### config.mk
export PLATFORM = sky130hd
export DESIGN_NAME = fifo_drain_ctrl
export DESIGN_NICKNAME = d
export VERILOG_FILES = /design/src/rtl/fifo_drain_ctrl.sv
export SDC_FILE = /design/constraint.sdc
export NUM_CORES = 1
export LEC_CHECK = 0
export CORE_ASPECT_RATIO = 2
export CORE_MARGIN = 5
export CORE_UTILIZATION = 40
export DETAILED_ROUTE_END_ITERATION = 8
export GPL_ROUTABILITY_DRIVEN = 0
export GPL_TIMING_DRIVEN = 0
export HOLD_SLACK_MARGIN = 0.02
export PLACE_DENSITY_LB_ADDON = 0.12
export REMOVE_ABC_BUFFERS = 1
export SYNTH_ARGS = -nofsm -noshare
export SYNTH_HDL_FRONTEND = slang
export SYNTH_SLANG_ARGS = --single-unit
### constraint.sdc
create_clock -name clk -period 4.2 [get_ports clk]
set_input_delay 1.05 -clock clk [delete_from_list [all_inputs] [get_ports clk]]
set_output_delay 1.05 -clock clk [all_outputs]
set_load 0.005 [all_outputs]
### src/rtl/fifo_drain_ctrl.sv
// Read-side drain controller: pops the TLP FIFO, absorbs its 1-cycle q_b latency in a 2-entry skid buffer.
// Pop to out_valid is 2 edges; under out_ready=0 at most 2 words are held and popping stops, nothing is lost.
module fifo_drain_ctrl #(
  parameter int DATA_W  = 4,
  parameter int TIMEOUT = 8,
  parameter int TO_W    = 4,
  parameter int CNT_W   = 8
) (
  input  logic              clk,
  input  logic              reset,
  input  logic [DATA_W-1:0] fifo_q,
  input  logic              fifo_empty,
  input  logic              fifo_almost_empty,
  input  logic              fifo_error,
  output logic              fifo_pop,
  output logic [DATA_W-1:0] out_data,
  output logic              out_valid,
  input  logic              out_ready,
  output logic              busy,
  output logic              err,
  output logic [CNT_W-1:0]  word_count
);

  typedef enum logic {IDLE = 1'b0, DRAIN = 1'b1} state_t;

  state_t            state;
  state_t            state_nxt;
  logic [TO_W-1:0]   to_cnt;
  logic              to_hit;
  logic [DATA_W-1:0] buf0_dat;
  logic [DATA_W-1:0] buf1_dat;
  logic [1:0]        occ;
  logic              inflight;
  logic              deq;
  logic              pop_en;
  logic [2:0]        fill_now;
  logic [2:0]        fill_lim;

  assign to_hit    = (to_cnt == TO_W'(TIMEOUT));
  assign out_valid = (occ != 2'd0);
  assign out_data  = buf0_dat;
  assign deq       = out_valid && out_ready;

  // A dequeue this cycle frees a slot, so it may fund a pop in the same cycle.
  assign fill_now = {1'b0, occ} + {2'b00, inflight};
  assign fill_lim = 3'd2 + {2'b00, deq};
  assign fifo_pop = pop_en && !fifo_empty && (fill_now < fill_lim);

  always_ff @(posedge clk or negedge reset) begin
    if (!reset) begin
      state <= IDLE;
    end else begin
      state <= state_nxt;
    end
  end

  always_comb begin
    state_nxt = state;
    case (state)
      IDLE: begin
        if ((!fifo_empty && !fifo_almost_empty) || to_hit) begin
          state_nxt = DRAIN;
        end
      end
      DRAIN: begin
        if (fifo_empty && !inflight) begin
          state_nxt = IDLE;
        end
      end
    endcase
  end

  always_comb begin
    busy   = 1'b0;
    pop_en = 1'b0;
    case (state)
      IDLE: begin
        busy   = 1'b0;
        pop_en = 1'b0;
      end
      DRAIN: begin
        busy   = 1'b1;
        pop_en = 1'b1;
      end
    endcase
  end

  // Idle timer only runs while a short residue sits in the FIFO.
  always_ff @(posedge clk or negedge reset) begin
    if (!reset) begin
      to_cnt <= '0;
    end else if (state != IDLE || state_nxt != IDLE || fifo_empty) begin
      to_cnt <= '0;
    end else if (!to_hit) begin
      to_cnt <= to_cnt + TO_W'(1);
    end
  end

  always_ff @(posedge clk or negedge reset) begin
    if (!reset) begin
      inflight <= 1'b0;
      occ      <= 2'd0;
      buf0_dat <= '0;
      buf1_dat <= '0;
    end else begin
      inflight <= fifo_pop;
      case ({inflight, deq})
        2'b10: begin
          if (occ == 2'd0) begin
            buf0_dat <= fifo_q;
          end else begin
            buf1_dat <= fifo_q;
          end
          occ <= occ + 2'd1;
        end
        2'b01: begin
          buf0_dat <= buf1_dat;
          occ      <= occ - 2'd1;
        end
        2'b11: begin
          if (occ == 2'd1) begin
            buf0_dat <= fifo_q;
          end else begin
            buf0_dat <= buf1_dat;
            buf1_dat <= fifo_q;
          end
        end
        default: begin
        end
      endcase
    end
  end

  always_ff @(posedge clk or negedge reset) begin
    if (!reset) begin
      err        <= 1'b0;
      word_count <= '0;
    end else begin
      err <= err | fifo_error;
      if (deq) begin
        word_count <= word_count + CNT_W'(1);
      end
    end
  end

endmodule

**Word-level counts from Yosys, hierarchy flattened**

Cells that the tools add are included.

- Bits in registers: 25
- Output and inout port bits: 16

- Add/sub/neg operators: 6
- Order comparisons: 1
- Equality and inequality tests: 9
- Mux-type cells: 13
- Bitwise logic cells: 2
- Reductions and logical operators: 18

Operator list:

| kind | number |
|---|---|
| 2-to-1 mux 4 bit | 6 |
| one-hot mux 4 bit (3 select lines) | 1 |
| adder 8 x 1 -> 8 bit, second input constant | 1 |
| one-hot mux 4 bit (2 select lines) | 1 |
| inequality test 2 bit, second input constant | 3 |
| nonzero test 2 bit | 3 |
| logical AND 1 bit | 5 |
| adder 4 x 1 -> 4 bit, second input constant | 1 |
| == test 2 x 1 -> 1 bit, second input constant | 2 |
| == test 2 bit, second input constant | 2 |
| == test 4 bit, second input constant | 1 |
| one-hot mux 1 bit (2 select lines) | 2 |
| one-hot mux 2 bit (2 select lines) | 1 |
| adder 2 x 1 -> 3 bit | 1 |
| adder 2 x 1 -> 3 bit, first input constant | 1 |
| zero test 1 bit | 3 |
| logical OR 1 bit | 3 |
| < comparator 3 bit | 1 |
| AND reduction 3 bit | 1 |
| nonzero test 3 bit | 1 |
| adder 2 x 1 -> 2 bit, second input constant | 1 |
| zero test 2 bit | 1 |
| 2-to-1 mux 1 bit | 2 |
| inequality test 2 x 1 -> 1 bit, second input constant | 1 |
| 4 further kinds | 4 |

**Logic depth before layout (Yosys ltp)**

- Word-level depth: 8
- Depth in mapped cells: 5

**Worst setup path before layout**

OpenSTA, ideal clock, no wires.

- Path type: input -> output
- Start: input port out_ready
- End: output port fifo_pop
- Arrival time: 1.463 ns
- Required time: 3.150 ns
- Path slack: 1.687 ns
- Stages: 3
- Cells stage by stage: nand2b_1 -> o21ai_0 -> and3_1

- Word-level cells in the longest chain between the ends: 4

Ends and longest elaborated chain:

| element | line | text |
|---|---|---|
| start, declared | 18 | `input logic out_ready,` |
| logical AND 1 bit | 42 | `assign deq = out_valid && out_ready;` |
| adder 2 x 1 -> 3 bit | 46 | `assign fill_lim = 3'd2 + {2'b00, deq};` |
| < comparator 3 bit | 47 | `assign fifo_pop = pop_en && !fifo_empty && (fill_now < fill_lim);` |
| logical AND 1 bit | 47 |  |
| end, declared | 15 | `output logic fifo_pop,` |

Every way passes these cells.

**Final worst setup path**

Ends and elaborated chain as after synthesis.

==> results.yml <==
worst_setup_path:
  worstPathArrival_ns: 2.76
  r2r-end: "buf1_dat[3]"
  crit_path_max_fanout: 8
  critPathCapture: "fifo_pop"
  critPathCaptureType: "output pin"
  crit_top_cell: "sky130_fd_sc_hd__clkdlybuf4s50_1"
  reg2reg_from: "occ[0]"
  reg2reg_slack_ns: 2.51
  setup.worst_path.start: "out_ready"
  worstRegToRegCells: 4
  critPathLaunchType: "input port"
  crit_slowest_cell: "sky130_fd_sc_hd__clkdlybuf4s50_1"
  worst_path_required_ns: 3.15
  critPathMaxStageDelay_ns: 0.63
  crit_chain: "clkdlybuf4s50_1, nand2b_1, o21ai_0, and3_1, clkdlybuf4s50_1"
  critPathKind: "input port to output pin"
route:
  detailed_router_s_first_iteration_violation_count: 15
  drc: 0
  routed_wire_length_per_instance_um: 14.65
  number_of_antenna_violating_nets_in_the_routed_design: 0
  drt-vias-per-instance: 5.351
  vias: 915
  drt_first_pass_iters: 2
  detail_route.wirelength_um: 2506
clock_network:
  clockRootBuffer: "sky130_fd_sc_hd__clkbuf_8"
  postCtsHoldBufs: 0
  path_clk_slew_ns: 0.08
  cts-htree-levels: 1
  clock_insertion_delay_worst_skew_ns: 0.27
  tritoncts_clock_tree: "built"
  cts_max_path_buffers: 2
  cts_repair_resize_count: 0
  cts_setup_buffers: 0
  tritoncts_num_sinks: 25
  tritoncts.num_buffers: 3
finish:
  seq_area_um2: 625.6
  number_of_nets_at_the_end_of_the_flow: 160
  layout-area-overhead-vs-synth_pct: 26.76
  layout.filler_cells: 308
  multi_input_area_um2: 568.0
  n_antenna_cell: 0
  drive_gt1_share_pct: 7.801
logic_synthesis:
  number_of_enable_type_register_cells_in_the_synthesized_netlist: 0
  post_synth_instance_area_mm2: 0.001225
  synth_cell_type_count: 26
  synth_warnings: 0
  synth_top_flop_cell: "sky130_fd_sc_hd__dfrtp_1"
  ys_ff_latch: 25
  synth_sequential_area_ratio_pct: 51.07
  synth_cells: 113
  syn_avg_cell_area_um2: 10.84
  asyncSetResetFlopFracSynth_pct: 100.0
hold_path:
  worst_hold_path_type: "register to register"
sta:
  maxClockFrequency_ghz: 0.2623
  grt_setup_unrepaired: "false"
  layout_worst_path_cycle_share_pct: 90.76
  timing.max_slew.rel_slack_pct: 23.35
  layout_setup_ws_ns: 0.3880
  clock_period_minus_worst_slack_ns: 3.812
  setup_tns_ns: 0
  finalSetupViolations: 0
  finalHoldViolCount: 0
  worstMarginPinSlew_ns: 1.146
  slew_viol_final: 0
  finClkSkew_ns: 0.001307
global_routing:
  gr-total-overflow: 0
  groute.usage.overall_pct: 12.47
  grt_pass1_vias: 963
  initial_antenna_violation_count: 0
  global_route_wire_length_before_repair_um: 4202
  grt_max_degree: 26
die:
  die_w_um: 49.13
  floorplan.initialDensity_pct: 41.62
  i_o_pin_count: 26
  dieArea_mm2: 0.004336
  die_h_um: 88.26
  fp.coreArea_mm2: 0.002943
  num_rows: 28
power:
  lkg_pwr_nw: 0.6852
  vdd_drop_max_mv: 0.3182
  power_density_mw_per_mm2: 585.2
place:
  dpl.hpwl_um: 1969
  io_buffers: 25
  pre_cts_ws_ns: 0.3846
job:
  timing.max_cap.violations: 0
outcome:
  outcome: "completed"
==> synthesized netlist by cell type (2+ instances only) <==
| cell | n | area, um^2 |
|---|---|---|
| sky130_fd_sc_hd__ha_1 | 8 | 100.1 |
| sky130_fd_sc_hd__a31oi_1 | 4 | 25.02 |
| sky130_fd_sc_hd__nand4_1 | 3 | 18.77 |
| sky130_fd_sc_hd__nand3_1 | 6 | 30.03 |
| sky130_fd_sc_hd__nor2_1 | 11 | 41.29 |
| sky130_fd_sc_hd__mux2_2 | 5 | 56.30 |
| sky130_fd_sc_hd__mux2i_1 | 2 | 20.02 |
| sky130_fd_sc_hd__and3_1 | 2 | 12.51 |
| sky130_fd_sc_hd__nand2b_1 | 2 | 12.51 |
| sky130_fd_sc_hd__nor3_1 | 3 | 15.01 |
| sky130_fd_sc_hd__o21ai_0 | 6 | 30.03 |
| sky130_fd_sc_hd__inv_1 | 7 | 26.28 |
| sky130_fd_sc_hd__xnor2_1 | 6 | 52.55 |
| sky130_fd_sc_hd__nand2_1 | 7 | 26.28 |
| sky130_fd_sc_hd__dfrtp_1 | 25 | 625.6 |
| sky130_fd_sc_hd__and3b_1 | 2 | 17.52 |
| sky130_fd_sc_hd__nor2b_1 | 2 | 12.51 |
| sky130_fd_sc_hd__xor2_1 | 4 | 35.03 |
==> final cells by class <==
cell class	instances	share of cell area, %
multi-input cells	80	36.58
well taps	30	2.417
inverters	7	1.692
clock buffers	4	2.901
repair buffers	25	16.12
flip-flops and latches	25	40.29
==> kinds of logic after synthesis <==
logic type               share of synthesized area [%]
AO/OA/AOI/OAI                                    6.844
XOR/XNOR                                         7.150
adder cells (fa/ha/maj)                          8.172
buffers and inverters                            2.554
flip-flops                                       51.07
multiplexers                                     6.231
AND/OR/NAND/NOR                                  17.98
==> through the flow <==
step | total power [mW] | cells | instance area (um^2) | util (%) | hold slack, ns
6_report | 0.9086 | 171 | 1553 | 52.76 | 0.4664
5_1_grt | 0.9885 | 171 | 1553 | 52.76 | 0.4994
4_1_cts | 0.9288 | 171 | 1553 | 52.76 | 0.4746
3_5_place_dp | 0.7821 | 167 | 1508 | 51.23 | 0.4502
3_3_place_gp | 0.7692 | 167 | 1508 | 51.23 | 0.4482
2_1_floorplan | 0.5947 | 112 | 1220 | - | 0.4478
==> cell usage in the layout (no fill, tap or decap), drive strengths merged, types with 5 or more instances in the layout <==
cell type	count
o21ai	6
clkdlybuf4s50	25
inv	7
ha	8
mux2	5
dfrtp	25
nand2	7
nor2	11
nand3	6
xnor2	6
==> worst min-delay path by stage <==
| stage | start | to | slack (ns) | cells past startpoint |
|---|---|---|---|---|
| 2_1_floorplan | to_cnt[0] | to_cnt[0] | 0.45 | 1 |
| 3_3_place_gp | err | err | 0.45 | 1 |
| 3_5_place_dp | err | err | 0.45 | 1 |
| 4_1_cts | err | err | 0.47 | 1 |
| 5_1_grt | word_count[7] | word_count[7] | 0.50 | 1 |
| 6_report | word_count[7] | word_count[7] | 0.47 | 1 |
==> state kept, by name, indices dropped and copies added, names as in the netlist <==
signal and flops:
buf1_dat 4, to_cnt 4, state 1, out_data 4, err 1, occ 2, inflight 1, word_count 8
==> per-layer routing <==
metal / track usage [%] / share of wire [%]
met3: 2.361 / 4.5
met4: 6.618 / 2.4
met2: 24.79 / 57
met1: 11.33 / 36
met5: 0 / 0
==> critical path, delay by kind of cell <==
kind / cells / cell delay, ns
AOI/OAI and AO/OA: 1 / 0.18
and+or+nand+nor: 2 / 0.40
buffers and inverters: 2 / 1.13
==> where the power goes <==
part	total (mW)	internal [mW]	switching, mW
registers	0.395	0.322	0.0734
clock network	0.141	0.0678	0.0732
logic	0.372	0.212	0.161
(Power assumes the default switching activity.)
